<file path="src/rtl/inst_fetch_queue.sv">
// inst_fetch_queue: instruction fetch front-end.
//
// This block owns the program counter. It issues word-aligned fetch requests to
// instruction memory, buffers the in-order responses in a small FIFO, and presents
// each buffered instruction, together with its PC, to decode.
//
// A request is issued only when the FIFO has room for its response. This credit
// rule is what allows imem_rsp_valid to be accepted without back-pressure.
//
// A redirect flushes the FIFO and reloads the PC. Every response still in flight
// at that moment is counted as stale and dropped when it arrives.
//
// Optional feature, selected by the macro INST_FETCH_BYPASS_EN:
//   - Defined: when the FIFO is empty, a kept response goes straight to decode in
//     the same cycle.
//   - Undefined: every response passes through the FIFO, adding one cycle.
//
// Ports:
//   clk, reset           rising-edge clock; asynchronous active-high reset
//   imem_req_*           fetch request handshake (valid/ready) with byte address
//   imem_rsp_*           in-order response beat with instruction data
//   redirect_valid/pc    single-cycle flush and PC load (pc[1:0] ignored)
//   inst_valid/data/pc   head instruction to decode
//   inst_ready           decode consumes the head entry
module inst_fetch_queue #(
  parameter int unsigned     PC_W     = 8,
  parameter int unsigned     INS_W    = 32,
  parameter int unsigned     DEPTH    = 4,
  parameter logic [PC_W-1:0] RESET_PC = '0
) (
  input  logic             clk,
  input  logic             reset,
  output logic             imem_req_valid,
  output logic [PC_W-1:0]  imem_req_addr,
  input  logic             imem_req_ready,
  input  logic             imem_rsp_valid,
  input  logic [INS_W-1:0] imem_rsp_data,
  input  logic             redirect_valid,
  input  logic [PC_W-1:0]  redirect_pc,
  output logic             inst_valid,
  output logic [INS_W-1:0] inst_data,
  output logic [PC_W-1:0]  inst_pc,
  input  logic             inst_ready
);

  localparam int unsigned PtrW = (DEPTH > 1) ? $clog2(DEPTH) : 1;
  localparam int unsigned CntW = $clog2(DEPTH + 1);

  typedef logic [CntW-1:0] cnt_t;
  typedef logic [PtrW-1:0] ptr_t;

  logic [PC_W-1:0]  fetch_pc_q, fetch_pc_d;
  logic [PC_W-1:0]  rsp_pc_q, rsp_pc_d;
  ptr_t             wr_ptr_q, wr_ptr_d;
  ptr_t             rd_ptr_q, rd_ptr_d;
  cnt_t             count_q, count_d;
  cnt_t             outstanding_q, outstanding_d;
  cnt_t             discard_q, discard_d;
  logic             running_q, running_d;

  logic [PC_W-1:0]  pc_mem   [DEPTH];
  logic [INS_W-1:0] data_mem [DEPTH];

  logic             req_fire;
  logic             rsp_fire;
  logic             rsp_keep;
  logic             push;
  logic             pop;
  logic             fifo_empty;
  logic [CntW:0]    credit_sum;
  logic [PC_W-1:0]  redirect_pc_aligned;

  assign redirect_pc_aligned = redirect_pc & ~PC_W'(3);
  assign fifo_empty          = (count_q == '0);

  // The slots promised to in-flight requests count against the FIFO capacity.
  assign credit_sum     = {1'b0, count_q} + {1'b0, outstanding_q};
  assign imem_req_valid = running_q && (credit_sum < (CntW + 1)'(DEPTH));
  assign imem_req_addr  = fetch_pc_q;
  assign req_fire       = imem_req_valid && imem_req_ready;

  // A beat with nothing outstanding is a protocol violation. It is ignored.
  assign rsp_fire = imem_rsp_valid && (outstanding_q != '0);
  assign rsp_keep = rsp_fire && (discard_q == '0);

`ifdef INST_FETCH_BYPASS_EN
  logic bypass;
  assign bypass = rsp_keep && fifo_empty && !redirect_valid;

  always_comb begin
    inst_valid = !fifo_empty || bypass;
    inst_data  = '0;
    inst_pc    = '0;
    if (!fifo_empty) begin
      inst_data = data_mem[rd_ptr_q];
      inst_pc   = pc_mem[rd_ptr_q];
    end else if (bypass) begin
      inst_data = imem_rsp_data;
      inst_pc   = rsp_pc_q;
    end
  end

  // A bypassed beat that decode takes immediately never occupies a slot.
  assign push = rsp_keep && !(bypass && inst_ready);
  assign pop  = !fifo_empty && inst_ready;
`else
  // Outputs are forced to zero while empty, so reset shows zero data and PC.
  assign inst_valid = !fifo_empty;
  assign inst_data  = fifo_empty ? '0 : data_mem[rd_ptr_q];
  assign inst_pc    = fifo_empty ? '0 : pc_mem[rd_ptr_q];
  assign push       = rsp_keep;
  assign pop        = !fifo_empty && inst_ready;
`endif

  always_comb begin
    running_d     = 1'b1;
    outstanding_d = outstanding_q + cnt_t'(req_fire) - cnt_t'(rsp_fire);
    fetch_pc_d    = req_fire ? fetch_pc_q + PC_W'(4) : fetch_pc_q;
    rsp_pc_d      = rsp_keep ? rsp_pc_q + PC_W'(4) : rsp_pc_q;
    discard_d     = (rsp_fire && (discard_q != '0)) ? discard_q - cnt_t'(1) : discard_q;
    count_d       = count_q + cnt_t'(push) - cnt_t'(pop);
    wr_ptr_d      = push ? wr_ptr_q + ptr_t'(1) : wr_ptr_q;
    rd_ptr_d      = pop ? rd_ptr_q + ptr_t'(1) : rd_ptr_q;
    if (redirect_valid) begin
      // Everything still in flight after this edge belongs to the old stream.
      discard_d  = outstanding_d;
      fetch_pc_d = redirect_pc_aligned;
      rsp_pc_d   = redirect_pc_aligned;
      count_d    = '0;
      wr_ptr_d   = '0;
      rd_ptr_d   = '0;
    end
  end

  always_ff @(posedge clk or posedge reset) begin
    if (reset) begin
      fetch_pc_q    <= RESET_PC;
      rsp_pc_q      <= RESET_PC;
      wr_ptr_q      <= '0;
      rd_ptr_q      <= '0;
      count_q       <= '0;
      outstanding_q <= '0;
      discard_q     <= '0;
      running_q     <= 1'b0;
    end else begin
      fetch_pc_q    <= fetch_pc_d;
      rsp_pc_q      <= rsp_pc_d;
      wr_ptr_q      <= wr_ptr_d;
      rd_ptr_q      <= rd_ptr_d;
      count_q       <= count_d;
      outstanding_q <= outstanding_d;
      discard_q     <= discard_d;
      running_q     <= running_d;
    end
  end

  // Payload storage needs no reset; entries are only read once counted valid.
  always_ff @(posedge clk) begin
    if (push && !redirect_valid) begin
      pc_mem[wr_ptr_q]   <= rsp_pc_q;
      data_mem[wr_ptr_q] <= imem_rsp_data;
    end
  end

endmodule

</file>
<file path="config.mk">
export PLATFORM = sky130hd
export DESIGN_NAME = inst_fetch_queue
export DESIGN_NICKNAME = d
export VERILOG_FILES = /design/src/rtl/inst_fetch_queue.sv
export SDC_FILE = /design/constraint.sdc
export NUM_CORES = 1
export LEC_CHECK = 0
export CELL_PAD_IN_SITES_DETAIL_PLACEMENT = 1
export CELL_PAD_IN_SITES_GLOBAL_PLACEMENT = 1
export CORE_UTILIZATION = 50
export CTS_BUF_LIST = sky130_fd_sc_hd__clkbuf_8
export CTS_CLUSTER_DIAMETER = 30
export DETAILED_ROUTE_END_ITERATION = 10
export GPL_ROUTABILITY_DRIVEN = 0
export HOLD_SLACK_MARGIN = 0.12
export PLACE_DENSITY = 0.95
export SYNTH_ARGS = -nofsm -noshare
export SYNTH_HDL_FRONTEND = slang
export SYNTH_SLANG_ARGS = --single-unit
</file>
<file path="constraint.sdc">
create_clock -name clk -period 8.03 [get_ports clk]
set_clock_uncertainty 0.15 [all_clocks]
set_input_delay 0.803 -clock clk [delete_from_list [all_inputs] [get_ports clk]]
set_output_delay 0.803 -clock clk [all_outputs]
set_load 0.02 [all_outputs]
</file>
-- Word level (Yosys, flattened, before mapping)
Memories as Yosys holds them, arrays and structs flattened.
Index checks and enable logic that the tools add are counted.
- register bits after elaboration: 30
- RAM bits: 160
- input bits: 46
- output and inout bits: 50
- logic and storage cells: 53
- memories: 2
- memories (memory ; words ; bits a word ; read ports ; clocked after Yosys merged registers in ; wr ports ; line ; text):
    data_mem ; 4 ; 32 ; 1 ; 0 ; 1 ; 62 ; logic [INS_W-1:0] data_mem [DEPTH];
    pc_mem ; 4 ; 8 ; 1 ; 0 ; 1 ; 61 ; logic [PC_W-1:0] pc_mem [DEPTH];
- add/subtract/negate cells: 10
- magnitude comparators: 1
- mux-type cells: 15
- reduce and logical (&&, ||, !) cells: 17
- operators with widths (operator ; count):
    2-to-1 mux 8 bit ; 5
    2-to-1 mux 32 bit ; 1
    adder 8 x 3 -> 8 bit (second input constant) ; 2
    2-to-1 mux 3 bit ; 3
    2-to-1 mux 2 bit ; 4
    nonzero test 2 bit ; 4
    logical AND 1 bit ; 7
    adder 3 x 1 -> 3 bit ; 2
    zero test 3 bit ; 2
    nonzero test 3 bit ; 2
    subtractor 3 x 1 -> 3 bit ; 2
    adder 2 x 1 -> 2 bit (second input constant) ; 2
    adder 3 x 3 -> 4 bit ; 1
    less-than comparator 4 x 3 -> 1 bit (second input constant) ; 1
    subtractor 3 x 1 -> 3 bit (second input constant) ; 1
    zero test 1 bit ; 2
    2-to-1 mux 1 bit ; 2

-- Depth between registers and ports, before layout
- word-level depth: 7
- mapped depth: 12
- depth with buffers taken out: 12

-- Least setup slack after synthesis
OpenSTA, ideal clock, no wires.
- path type: register -> register
- from: reg count_q[2]
- to: reg discard_q[2]
- library setup time: 0.126 ns
- data arrival time: 3.145 ns
- data required time: 7.754 ns
- slack: 4.609 ns
- cell stages (with the launch flop): 12
- buffers on the path: 1
- period minus slack after synthesis: 3.421 ns
- path through: dfrtp_1 -> ha_1 -> or4b_4 -> buf_6 -> nor2_1 -> nand2_1 -> ha_1 -> inv_1 -> ha_1 -> fa_1 -> xnor2_1 -> a221o_1
- word-level cells in the longest chain between the ends: 7
- ends and longest elaborated chain (what ; line ; text):
    start: declaration ; 56 ; cnt_t count_q, count_d;
    start signal: assignment ; 150 ; count_q <= count_d;
    adder 3 x 3 -> 4 bit ; 77 ; assign credit_sum = {1'b0, count_q} + {1'b0, outstanding_q};
    less-than comparator 4 x 3 -> 1 bit ; 78 ; assign imem_req_valid = running_q && (credit_sum < (CntW + 1)'(DEPTH));
    logical AND 1 bit ; 78 ;
    named net imem_req_valid ; 33 ; output logic imem_req_valid,
    logical AND 1 bit ; 80 ; assign req_fire = imem_req_valid && imem_req_ready;
    adder 3 x 1 -> 3 bit ; 117 ; outstanding_d = outstanding_q + cnt_t'(req_fire) - cnt_t'(rsp_fire);
    subtractor 3 x 1 -> 3 bit ; 117 ;
    named net outstanding_d[2] ; 57 ; cnt_t outstanding_q, outstanding_d;
    2-to-1 mux 3 bit ; 124 ; if (redirect_valid) begin
    end signal: assignment ; 152 ; discard_q <= discard_d;
    end: declaration ; 58 ; cnt_t discard_q, discard_d;
The timed path passes the listed nets, and every way through them passes these cells.
A chain may end at the register's enable or synchronous reset.

-- Worst setup path in the final report
- from: reg rd_ptr_q[0]
- to: out inst_data[24]
- word-level cells in the longest chain between the ends: 2
- ends and longest elaborated chain (what ; line ; text):
    start: declaration ; 55 ; ptr_t rd_ptr_q, rd_ptr_d;
    start signal: assignment ; 149 ; rd_ptr_q <= rd_ptr_d;
    memory read (4 x 32 bit) ; n/a ;
    2-to-1 mux 32 bit ; 109 ; assign inst_data = fifo_empty ? '0 : data_mem[rd_ptr_q];
    end: declaration ; 41 ; output logic [INS_W-1:0] inst_data,
Every way passes these cells.

==> run_results.csv <==
group,metric,value,unit
sta,fmax,252,MHz
sta,hold_violations,0,
synth,synth_edf_count,152,
global_routing,grt_overflow,0,
cts,path_clk_slew,0.09,ns
sta,finalSetupViolations,0,
cts,cts_buffers,17,
outcome,status,"finished clean",
die,die_h,124,um
cts,clock_latency,0.47,ns
global_routing,antenna_found_initial,1,
cells_and_area,antenna_cells,0,
synth,synthCells,417,
die,start_util,51.0,%
routing,avgRoutedWirePerCell,22.7,um
synth,ys_ff_latch,178,
setup_path,critical_path.endpoint,"inst_data[24]",
setup_path,worst_ep_arrival_time,3.02,ns
power,seqPwrFrac,41.0,%
sta,tightest_slew,1.03,ns
routing,drt_pass1_iterations,4,
synth,synth_seq_area_share,70.6,%
sta,maxSlewViolCount,0,
setup_path,crit_fanout,29,
synth,yosysWarnings,0,
placement,port_buffers,89,
power,p_leak,2.95,nW
power,p_sw,0.889,mW
setup_path,r2r_end,"discard_q[2]$_DFFE_PP0P_",
routing,vias,4055,
min_path,hold_path.class,"reg -> reg",
global_routing,grtUsageTotal,22.3,%
setup_path,worstPathRequired,7.08,ns
routing,vias_per_cell,5.78,
setup_path,setup.worst_path.start,"rd_ptr_q[0]$_DFFE_PP0P_",
cells_and_area,drive_gt1_share,15.4,%
synth,yosysUniqueCellTypes,44,
synth,synth_flop_cell,"edfxtp_1",
cells_and_area,final_common_cell,"edfxtp_1",
sta,final.period_utilization,49.5,%
sta,rsz0062_at_grt,"no",
cells_and_area,layout_common_cells,"edfxtp_1 (152), clkdlybuf4s50_1 (89), nor2b_1 (42), mux4_2 (38), dfrtp_1 (24)",
setup_path,worstRegToRegCells,10,
placement,place_ws,4.04,ns
global_routing,grt_max_degree,40,
die,num_rows,44,
global_routing,first_global_vias,4343,
cts,cts_resized,0,
cts,cts_tree,"done",
setup_path,end_kind,"primary output",
cts,clockBufferDepth,2,
routing,drc,0,
power,power_frac_comb,33.7,%
die,core-area,14500,um2
cells_and_area,area_delta_synth_final,20.5,%
synth,synth_area_per_cell,17.7,um2
setup_path,start_kind,"flop",
global_routing,grt_pass1_wl,24200,um
setup_path,r2r_start,"count_q[2]$_DFF_PP0_",
synth,synthesis.area,7380,um2
power,power.internal,1.92,mW
setup_path,ff2ff_setup_slack,4.62,ns
sta,tns,0,ns
routing,drt_wl_total,15900,um
cts,cts_setup_buffers,0,
run,maxCapViolCount,0,
synth,synth-async-reset-ratio,14.6,%
routing,antenna_left,0,
power,pwr-share-clk,25.3,%
power,powerDensity,316,nW/um2
sta,setup_ws,4.06,ns
cts,cts-root-buf,"clkbuf_8",
power,switching_share,31.6,%
cts,hold_buffers,0,
die,dieArea,15300,um2
die,io_pins,96,
routing,first_iter_violations,224,
setup_path,critPathKind,"reg -> out",
sta,period_needed,3.97,ns
placement,dp_hpwl,9700,um
cells_and_area,final_nets,567,
cts,htree_levels,4,
cells_and_area,final_util,61.4,%
sta,max_slew_margin,31.0,%
die,die_w,124,um
cts,clock_sinks,178,
power,irDropWorstVdd,131,uV
==> cell type report <==
| class | instances | area [um2] |
|---|---|---|
| fillers | 1291 | 5590 |
| inverters | 15 | 56.3 |
| well taps | 184 | 230 |
| flip-flops and latches | 178 | 5220 |
| multi-input cells | 202 | 2010 |
| repair buffers | 91 | 906 |
| clock inverters | 15 | 239 |
| clock buffers | 17 | 234 |
==> synthesized netlist by cell type (all sizes together), types with 2 or more instances <==
master	number	area, um2
nand3	6	30.0
inv	14	52.6
edfxtp	152	4560
conb	2	7.51
a31oi	9	56.3
nor2	14	52.6
fa	2	40.0
nand4	4	25.0
dfrtp	26	651
a311oi	5	43.8
or4	6	45.0
nand2	6	22.5
ha	14	175
a21oi	3	15.0
mux4	38	856
buf	12	73.8
xnor2	2	17.5
xor2	4	35.0
nor3	4	20.0
o21ai	5	25.0
and3	7	43.8
or3	3	18.8
clkbuf	13	48.8
nor2b	42	263
o31ai	8	60.1
==> critical path, stage by stage (launching register included) <==
cell and delay (ns):
dfrtp_2 0.62, buf_4 0.58, mux4_2 0.60, nor2b_1 0.16, clkdlybuf4s50_1 0.58
==> logic make-up (layout without fill, tap and decap cells) <==
group | after synthesis | in the layout | share of synthesized area, %
xor+xnor | 6 | 6 | 0.712
other cells | 2 | 5 | 0.102
fa+ha+maj | 16 | 16 | 2.92
mux | 38 | 38 | 11.6
simple gates | 99 | 99 | 7.85
buf+inv | 40 | 138 | 2.42
compound gates | 38 | 38 | 3.76
flops | 178 | 178 | 70.6
==> worst min path at each step <==
stage	from	end	slack (ns)	depth (start not counted)
global route	discard_q[1]$_DFFE_PP0P_	discard_q[1]$_DFFE_PP0P_	0.48	2
detailed placement	discard_q[1]$_DFFE_PP0P_	discard_q[1]$_DFFE_PP0P_	0.43	2
global placement	discard_q[1]$_DFFE_PP0P_	discard_q[1]$_DFFE_PP0P_	0.40	2
floorplan	discard_q[1]$_DFFE_PP0P_	discard_q[1]$_DFFE_PP0P_	0.37	2
finish	discard_q[1]$_DFFE_PP0P_	discard_q[1]$_DFFE_PP0P_	0.44	2
CTS	discard_q[1]$_DFFE_PP0P_	discard_q[1]$_DFFE_PP0P_	0.45	2
==> flip-flops by register name (all words and copies together) (netlist names) <==
register       flops
count_q            3
data_mem         128
discard_q          3
imem_req_addr      6
outstanding_q      3
pc_mem            24
rd_ptr_q           2
rsp_pc_q           6
running_q          1
wr_ptr_q           2
==> routing by layer <==
metal  vias up  track usage, %  part of all wire [%]  routed length (um)
met5         -               0                 0.082                  13
met4         2            6.40                   1.2                 192
met3        18            6.83                   5.3                 849
met2       119            38.0                    52                8310
met1      2107            27.6                    41                6550
li1       1809               -                     -                   -
==> power by group through the flow <==
stage | clock network [mW] | logic [mW] | registers [mW]
global route | 0.752 | 1.02 | 1.17
global placement | 0 | 0.906 | 1.16
detailed placement | 0 | 0.949 | 1.17
CTS | 0.724 | 0.964 | 1.16
finish | 0.711 | 0.949 | 1.15
floorplan | 0 | 0.610 | 1.13
==> stage by stage <==
step / area, um2 / power, mW / instances / hold slack (ns)
2_1_floorplan: 7390 / 1.74 / 420 / 0.371
3_3_place_gp: 8420 / 2.07 / 670 / 0.398
3_5_place_dp: 8420 / 2.12 / 670 / 0.428
4_1_cts: 8890 / 2.84 / 702 / 0.449
5_1_grt: 8890 / 2.94 / 702 / 0.482
6_report: 8890 / 2.81 / 702 / 0.442
No activity file was read; power rests on OpenSTA's default activity.
